## src/rtl/serial_exp_sub.sv

```systemverilog
// Bit-serial exponent subtractor: |ea - eb| and sign, LSB first, with a serial negate pass on borrow.
// Optional clamp of abs_diff to SAT_MAX is compiled in with SERIAL_EXP_SUB_SAT_EN.
module serial_exp_sub #(
    parameter int unsigned WIDTH   = 5,
    parameter int unsigned SAT_MAX = 14
) (
    input  logic             clk,
    input  logic             rst_n,
    input  logic             start,
    input  logic [WIDTH-1:0] ea,
    input  logic [WIDTH-1:0] eb,
    output logic             busy,
    output logic             done,
    output logic [WIDTH-1:0] abs_diff,
    output logic             a_lt_b,
    output logic             sat
);

    localparam int unsigned CW = $clog2(WIDTH + 1);

    typedef enum logic [1:0] {
        S_IDLE,
        S_SUB,
        S_NEG,
        S_DONE
    } state_e;

    state_e           state_q, state_d;
    logic [WIDTH-1:0] opa_q, opa_d;
    logic [WIDTH-1:0] opb_q, opb_d;
    logic [WIDTH-1:0] res_q, res_d;
    logic             borrow_q, borrow_d;
    logic [CW-1:0]    cnt_q, cnt_d;
    logic             busy_q, busy_d;
    logic             done_q, done_d;
    logic [WIDTH-1:0] abs_q, abs_d;
    logic             lt_q, lt_d;
    logic             sat_q, sat_d;

    logic             bit_a, bit_b, bit_out, last_bit, load;
    logic [WIDTH-1:0] fin_res;
    logic             fin_lt;

    // Next-state, serial datapath and result capture
    always_comb begin
        state_d  = state_q;
        opa_d    = opa_q;
        opb_d    = opb_q;
        res_d    = res_q;
        borrow_d = borrow_q;
        cnt_d    = cnt_q;
        abs_d    = abs_q;
        lt_d     = lt_q;
        sat_d    = sat_q;
        done_d   = 1'b0;
        bit_a    = opa_q[0];
        bit_b    = opb_q[0];
        bit_out  = 1'b0;
        load     = 1'b0;
        fin_res  = res_q;
        fin_lt   = 1'b0;
        last_bit = (cnt_q == CW'(WIDTH - 1));

        case (state_q)
            S_IDLE: begin
                if (start) begin
                    opa_d    = ea;
                    opb_d    = eb;
                    res_d    = '0;
                    borrow_d = 1'b0;
                    cnt_d    = '0;
                    state_d  = S_SUB;
                end
            end
            S_SUB: begin
                bit_out  = bit_a ^ bit_b ^ borrow_q;
                borrow_d = (~bit_a & bit_b) | (~(bit_a ^ bit_b) & borrow_q);
                res_d    = {bit_out, res_q[WIDTH-1:1]};
                opa_d    = opa_q >> 1;
                opb_d    = opb_q >> 1;
                cnt_d    = cnt_q + CW'(1);
                if (last_bit) begin
                    if (borrow_d) begin
                        // borrow register doubles as the +1 carry of the negate pass
                        borrow_d = 1'b1;
                        cnt_d    = '0;
                        state_d  = S_NEG;
                    end else begin
                        load    = 1'b1;
                        fin_res = res_d;
                        fin_lt  = 1'b0;
                        state_d = S_DONE;
                    end
                end
            end
            S_NEG: begin
                bit_out  = ~res_q[0] ^ borrow_q;
                borrow_d = ~res_q[0] & borrow_q;
                res_d    = {bit_out, res_q[WIDTH-1:1]};
                cnt_d    = cnt_q + CW'(1);
                if (last_bit) begin
                    load    = 1'b1;
                    fin_res = res_d;
                    fin_lt  = 1'b1;
                    state_d = S_DONE;
                end
            end
            S_DONE: begin
                state_d = S_IDLE;
            end
            default: begin
                state_d = S_IDLE;
            end
        endcase

        if (load) begin
            done_d = 1'b1;
            lt_d   = fin_lt;
`ifdef SERIAL_EXP_SUB_SAT_EN
            if (fin_res > WIDTH'(SAT_MAX)) begin
                abs_d = WIDTH'(SAT_MAX);
                sat_d = 1'b1;
            end else begin
                abs_d = fin_res;
                sat_d = 1'b0;
            end
`else
            abs_d = fin_res;
            sat_d = 1'b0;
`endif
        end

        busy_d = (state_d != S_IDLE);
    end

    always_ff @(posedge clk or negedge rst_n) begin
        if (!rst_n) begin
            state_q  <= S_IDLE;
            opa_q    <= '0;
            opb_q    <= '0;
            res_q    <= '0;
            borrow_q <= 1'b0;
            cnt_q    <= '0;
            busy_q   <= 1'b0;
            done_q   <= 1'b0;
            abs_q    <= '0;
            lt_q     <= 1'b0;
            sat_q    <= 1'b0;
        end else begin
            state_q  <= state_d;
            opa_q    <= opa_d;
            opb_q    <= opb_d;
            res_q    <= res_d;
            borrow_q <= borrow_d;
            cnt_q    <= cnt_d;
            busy_q   <= busy_d;
            done_q   <= done_d;
            abs_q    <= abs_d;
            lt_q     <= lt_d;
            sat_q    <= sat_d;
        end
    end

    assign busy     = busy_q;
    assign done     = done_q;
    assign abs_diff = abs_q;
    assign a_lt_b   = lt_q;
    assign sat      = sat_q;

endmodule

```

## config.mk

```make
export PLATFORM = sky130hd
export DESIGN_NAME = serial_exp_sub
export DESIGN_NICKNAME = d
export VERILOG_FILES = /design/src/rtl/serial_exp_sub.sv
export SDC_FILE = /design/constraint.sdc
export NUM_CORES = 1
export LEC_CHECK = 0
export CORE_MARGIN = 1
export CORE_UTILIZATION = 30
export CTS_CLUSTER_DIAMETER = 60
export DETAILED_ROUTE_END_ITERATION = 16
export DONT_BUFFER_PORTS = 1
export GPL_TIMING_DRIVEN = 0
export HOLD_SLACK_MARGIN = 0.12
export PLACE_DENSITY = 0.51
export SLEW_MARGIN = 20
export SYNTH_ARGS = -nofsm -noshare
export SYNTH_HDL_FRONTEND = slang
export SYNTH_SLANG_ARGS = --single-unit
```

## constraint.sdc

```tcl
create_clock -name clk -period 1.9 [get_ports clk]
set_input_delay 0.285 -clock clk [delete_from_list [all_inputs] [get_ports clk]]
set_output_delay 0.285 -clock clk [all_outputs]
set_load 0.01 [all_outputs]
```

* Word-level counts from Yosys, hierarchy flattened
Cells that the tools add are included.
** Storage, ports and cells
- Flip-flop bits (word level) :: 29
** Cells by class
- Add/subtract/negate cells :: 1
- Eq/ne operators :: 5
- Mux-type cells :: 29
- Bitwise gates (word level) :: 10
- Reductions and logical operators :: 6
** Operators with widths (count)
- 2-to-1 mux 5 bit :: 6
- one-hot mux 5 bit (2 select lines) :: 3
- one-hot mux 5 bit (3 select lines) :: 1
- 2-to-1 mux 1 bit :: 9
- 2-to-1 mux 3 bit :: 3
- one-hot mux 3 bit (3 select lines) :: 1
- one-hot mux 2 bit (4 select lines) :: 1
- 2-to-1 mux 2 bit :: 3
- == test 2 bit, second input constant :: 2
- AND reduction 2 bit :: 2
- nonzero test 2 bit :: 2
- adder 3 x 1 -> 3 bit, second input constant :: 1
- AND 1 bit :: 3
- == test 3 bit, second input constant :: 1
- inverter 1 bit :: 3
- one-hot mux 1 bit (3 select lines) :: 1
- nonzero test 3 bit :: 1
- bitwise XOR 1 bit :: 3
- == test 2 x 1 -> 1 bit, second input constant :: 1
- zero test 2 bit :: 1
- != test 2 bit, second input constant :: 1
- one-hot mux 1 bit (2 select lines) :: 1
- bitwise OR 1 bit :: 1

* Logic depth before layout (Yosys ltp)
- Word-level depth :: 8
- Gate-level depth with buffers :: 7
- Gate-level depth less buffers :: 5

* Worst setup path after synthesis
Ideal clock, no wire load.
- Path type :: flip-flop to flip-flop
- Start :: register opa_q[0]
- End :: register cnt_q[2]
- Setup time :: 0.122 ns
- Arrival time :: 1.519 ns
- Slack :: 0.260 ns
- Cell stages (with the launch flop) :: 5
- Buffers on the path :: 0
- Clock period less this slack :: 1.640 ns
- Path through :: dfrtp_1 fa_1 and4bb_4 nor2_1 a32o_1
** On the way
- Cells in the longest elaborated chain, start to end :: 7
- Elaborated cells between the ends (all ways) :: 9
- Those cells by class :: mux: 3; bitwise: 6
** RTL lines
- from (decl) :: line 29 : logic [WIDTH-1:0] opa_q, opa_d;
- from (signal assigned) :: line 151 : opa_q <= opa_d;
- bitwise XOR 1 bit :: line 77 : borrow_d = (~bit_a & bit_b) | (~(bit_a ^ bit_b) & borrow_q);
- inverter 1 bit :: line 77
- AND 1 bit :: line 77
- bitwise OR 1 bit * :: line 77
- 2-to-1 mux 3 bit * :: line 83 : if (borrow_d) begin
- 2-to-1 mux 3 bit * :: line 82 : if (last_bit) begin
- one-hot mux 3 bit (3 select lines) * :: line 64 : case (state_q)
- to (signal assigned) :: line 155 : cnt_q <= cnt_d;
- to (decl) :: line 33 : logic [CW-1:0] cnt_q, cnt_d;
Mark *: on every way between the ends. The rest lies on a longest branch, timed or not.
A chain may end at the register's enable or synchronous reset.

* Worst setup path in the final report
Same ends and word-level chain as after synthesis.

==> results.toml <==
[drt]
ant_nets = 0
drt-total-wl_mm = 3.52
vias = 1243
viasPerCell = 5.31
drtIter0Drc = 69
drt-met1-wl_mm = 1.66
wl_per_cell_um = 15.0
wl_met3_um = 138
top_layer_used = "met4"
wl_met2_mm = 1.69
first_pass_iters = 4
drcViolationCount = 0

[global_routing]
antenna_found_initial = 0
grt_overflow = 0
grt_pass1_vias = 1268
grt_pass1_wl_mm = 6.07
grt_max_degree = 30
grt_use_total_pct = 14.6

[clocking]
clkTransAtPathRegs_ns = 0.06
cts_root_buffer = "clkbuf_8"
tritoncts = "yes"
insertion_delay_ns = 0.28
clock_path_buffers = 2
numCtsBuffers = 5
cts_num_sinks = 29
htree_levels = 2

[timing]
setup_viol = 0
slew_viol_final = 0
skew_ns = 0.00471
fin_crit_sh_pct = 93.7
rsz0062_at_grt = "false"
slew_headroom_pct = 64.3
tns_ns = 0
worst_pin_slew_ns = 0.525
hold_slack_ns = 0.182
finalHoldViolCount = 0
final.min_clock_period_ns = 1.78
fmax_mhz = 562

[final_layout]
layout_common_cells = "dfrtp_1 (29), nand2b_1 (12), inv_1 (9), a21oi_1 (9), nand3_1 (9)"
postLayoutCellArea_mm2 = 0.00180
final_common_cell = "dfrtp_1"
layout-drive-gt1-share_pct = 16.5
syn_to_final_growth_pct = 14.1
nNetsFinal = 183
fillers = 522
diodes = 0

[worst_setup_path]
crit_end = "cnt_q[2]$_DFFE_PN0P_"
reg2regPathDepth = 4
cp.arrival_ns = 1.94
r2r_start = "opa_q[0]$_DFFE_PN0P_"
critical_path_class = "reg -> reg"
worst_setup_path_startpoint = "opa_q[0]$_DFFE_PN0P_"
critPathRequiredTime_ns = 2.06
r2r_slack_ns = 0.12
cp-start-kind = "flop"
critPathCaptureType = "flop"
crit_fanout = 6
r2r-end = "cnt_q[2]$_DFFE_PN0P_"

[yosys]
synth_area_leader_cell = "dfrtp_1"
synthCells = 154
synth_ff_type = "dfrtp_1"
synth_area_mm2 = 0.00158
avgSynthCellArea_um2 = 10.3
synth_cell_type_count = 34
ys_ff_latch = 29
ys_async_sr_fraction_pct = 100
yosysSeqAreaShare_pct = 45.9
synth_top_cell_area_share_pct = 45.9
yosys_warnings = 0
synth_edf_count = 0
syn_nets = 174
synthTopCellsByArea = "dfrtp_1 (46%), a221o_1 (5.1%), ha_1 (4.7%)"

[power_and_ir_drop]
leakagePower_uw = 0.000754
power.density_mw_per_mm2 = 1450
p_total_uw = 2620
max-vdd-ir-drop_uv = 554

[floorplanning]
coreArea_mm2 = 0.00511
num_io_pins = 22
fp.dieH_um = 74.6
rows = 26
fp.dieArea_mm2 = 0.00557
start_util_pct = 31.0
die_w_um = 74.6

[place]
gp_congestion = 0.787
placed_area_mm2 = 0.00167
numPortBuffers = 0
post-dp-hpwl_mm = 2.53

[hold_path]
hold_class = "in -> reg"

[flow_run]
maxCapViolCount = 0

[status]
outcome = "complete, no violations"
state kept, by name, indices dropped and copies added, names as in the netlist:
name and flops:
opa_q 5, done 1, state_q 2, abs_diff 5, opb_q 5, a_lt_b 1
cnt_q 3, busy 1, res_q 5, borrow_q 1
metal layers:
| layer | track usage, % | vias to the layer above |
|---|---|---|
| li1 | - | 584 |
| met1 | 19.3 | 627 |
| met2 | 23.2 | 27 |
| met3 | 3.79 | 5 |
| met4 | 4.40 | 0 |
| met5 | 0 | - |
per-stage QoR:
| step | setup slack (ns) | util, % | instances |
|---|---|---|---|
| after floorplan | 0.260 | - | 154 |
| after global placement | 0.0233 | 32.7 | 224 |
| after detailed placement | 0.0349 | 32.7 | 224 |
| after CTS | 0.0255 | 35.3 | 234 |
| after global routing | 0.0326 | 35.3 | 234 |
| final | 0.120 | 35.3 | 234 |
layout make-up:
type	instances	area, um2	share of cell area, %
multi-input combinational	105	767	42.5
sequential	29	726	40.2
clock buffer	7	96.3	5.34
tap	70	87.6	4.85
buffer	11	58.8	3.26
inverter	9	33.8	1.87
timing repair buffer	2	30.0	1.66
clock inverter	1	5.00	0.277
where the power goes:
| part | leakage (uW) | switching, uW | total [uW] | internal (uW) |
|---|---|---|---|---|
| sequential | 0.000388 | 157 | 952 | 795 |
| clock | 0.0000542 | 230 | 557 | 327 |
| combinational | 0.000311 | 640 | 1110 | 469 |
logic make-up after synthesis:
logic type	after synthesis	share of synthesized area, %
buffers and inverters	20	5.85
AND/OR/NAND/NOR	44	16.5
adder cells (fa/ha/maj)	7	6.01
other	1	0.237
multiplexers	1	0.870
flip-flops	29	45.9
AO/OA/AOI/OAI	52	24.7
synth_stat cells (2+ instances only):
cell,instances
ha_1,6
dfrtp_1,29
a21oi_1,10
a22oi_1,2
a22o_1,5
buf_4,2
a211oi_1,2
a221o_1,8
inv_1,9
a31oi_1,2
a2bb2oi_1,5
nand3_1,9
o211ai_1,5
buf_2,8
nor3_1,6
nand2_1,6
nor2_1,2
a32o_1,2
nor2b_1,3
o21ai_0,8
nand2b_1,12
how the worst min path moves through the flow:
stage / from / to / depth (start not counted)
finish: start / state_q[0]$_DFF_PN0_ / 2
global route: start / state_q[0]$_DFF_PN0_ / 2
CTS: start / state_q[0]$_DFF_PN0_ / 2
detailed placement: rst_n / res_q[2]$_DFFE_PN0P_ / 0
global placement: rst_n / cnt_q[1]$_DFFE_PN0P_ / 0
floorplan: rst_n / a_lt_b$_DFFE_PN0P_ / 0
critical path: stages, from the launching register on:
cell and delay [ns]:
dfrtp_1 0.41, fa_1 0.55, and4bb_4 0.40, nor2_1 0.05, a32o_1 0.26
timing repair:
action | in CTS | in global routing
hold endpoints to repair | 29 | 0
endpoints found under the setup margin | 0 | 6
setup buffers | 0 | 0
resized for setup | 0 | 1
hold buffers | 2 | 0
(Power assumes the default switching activity.)
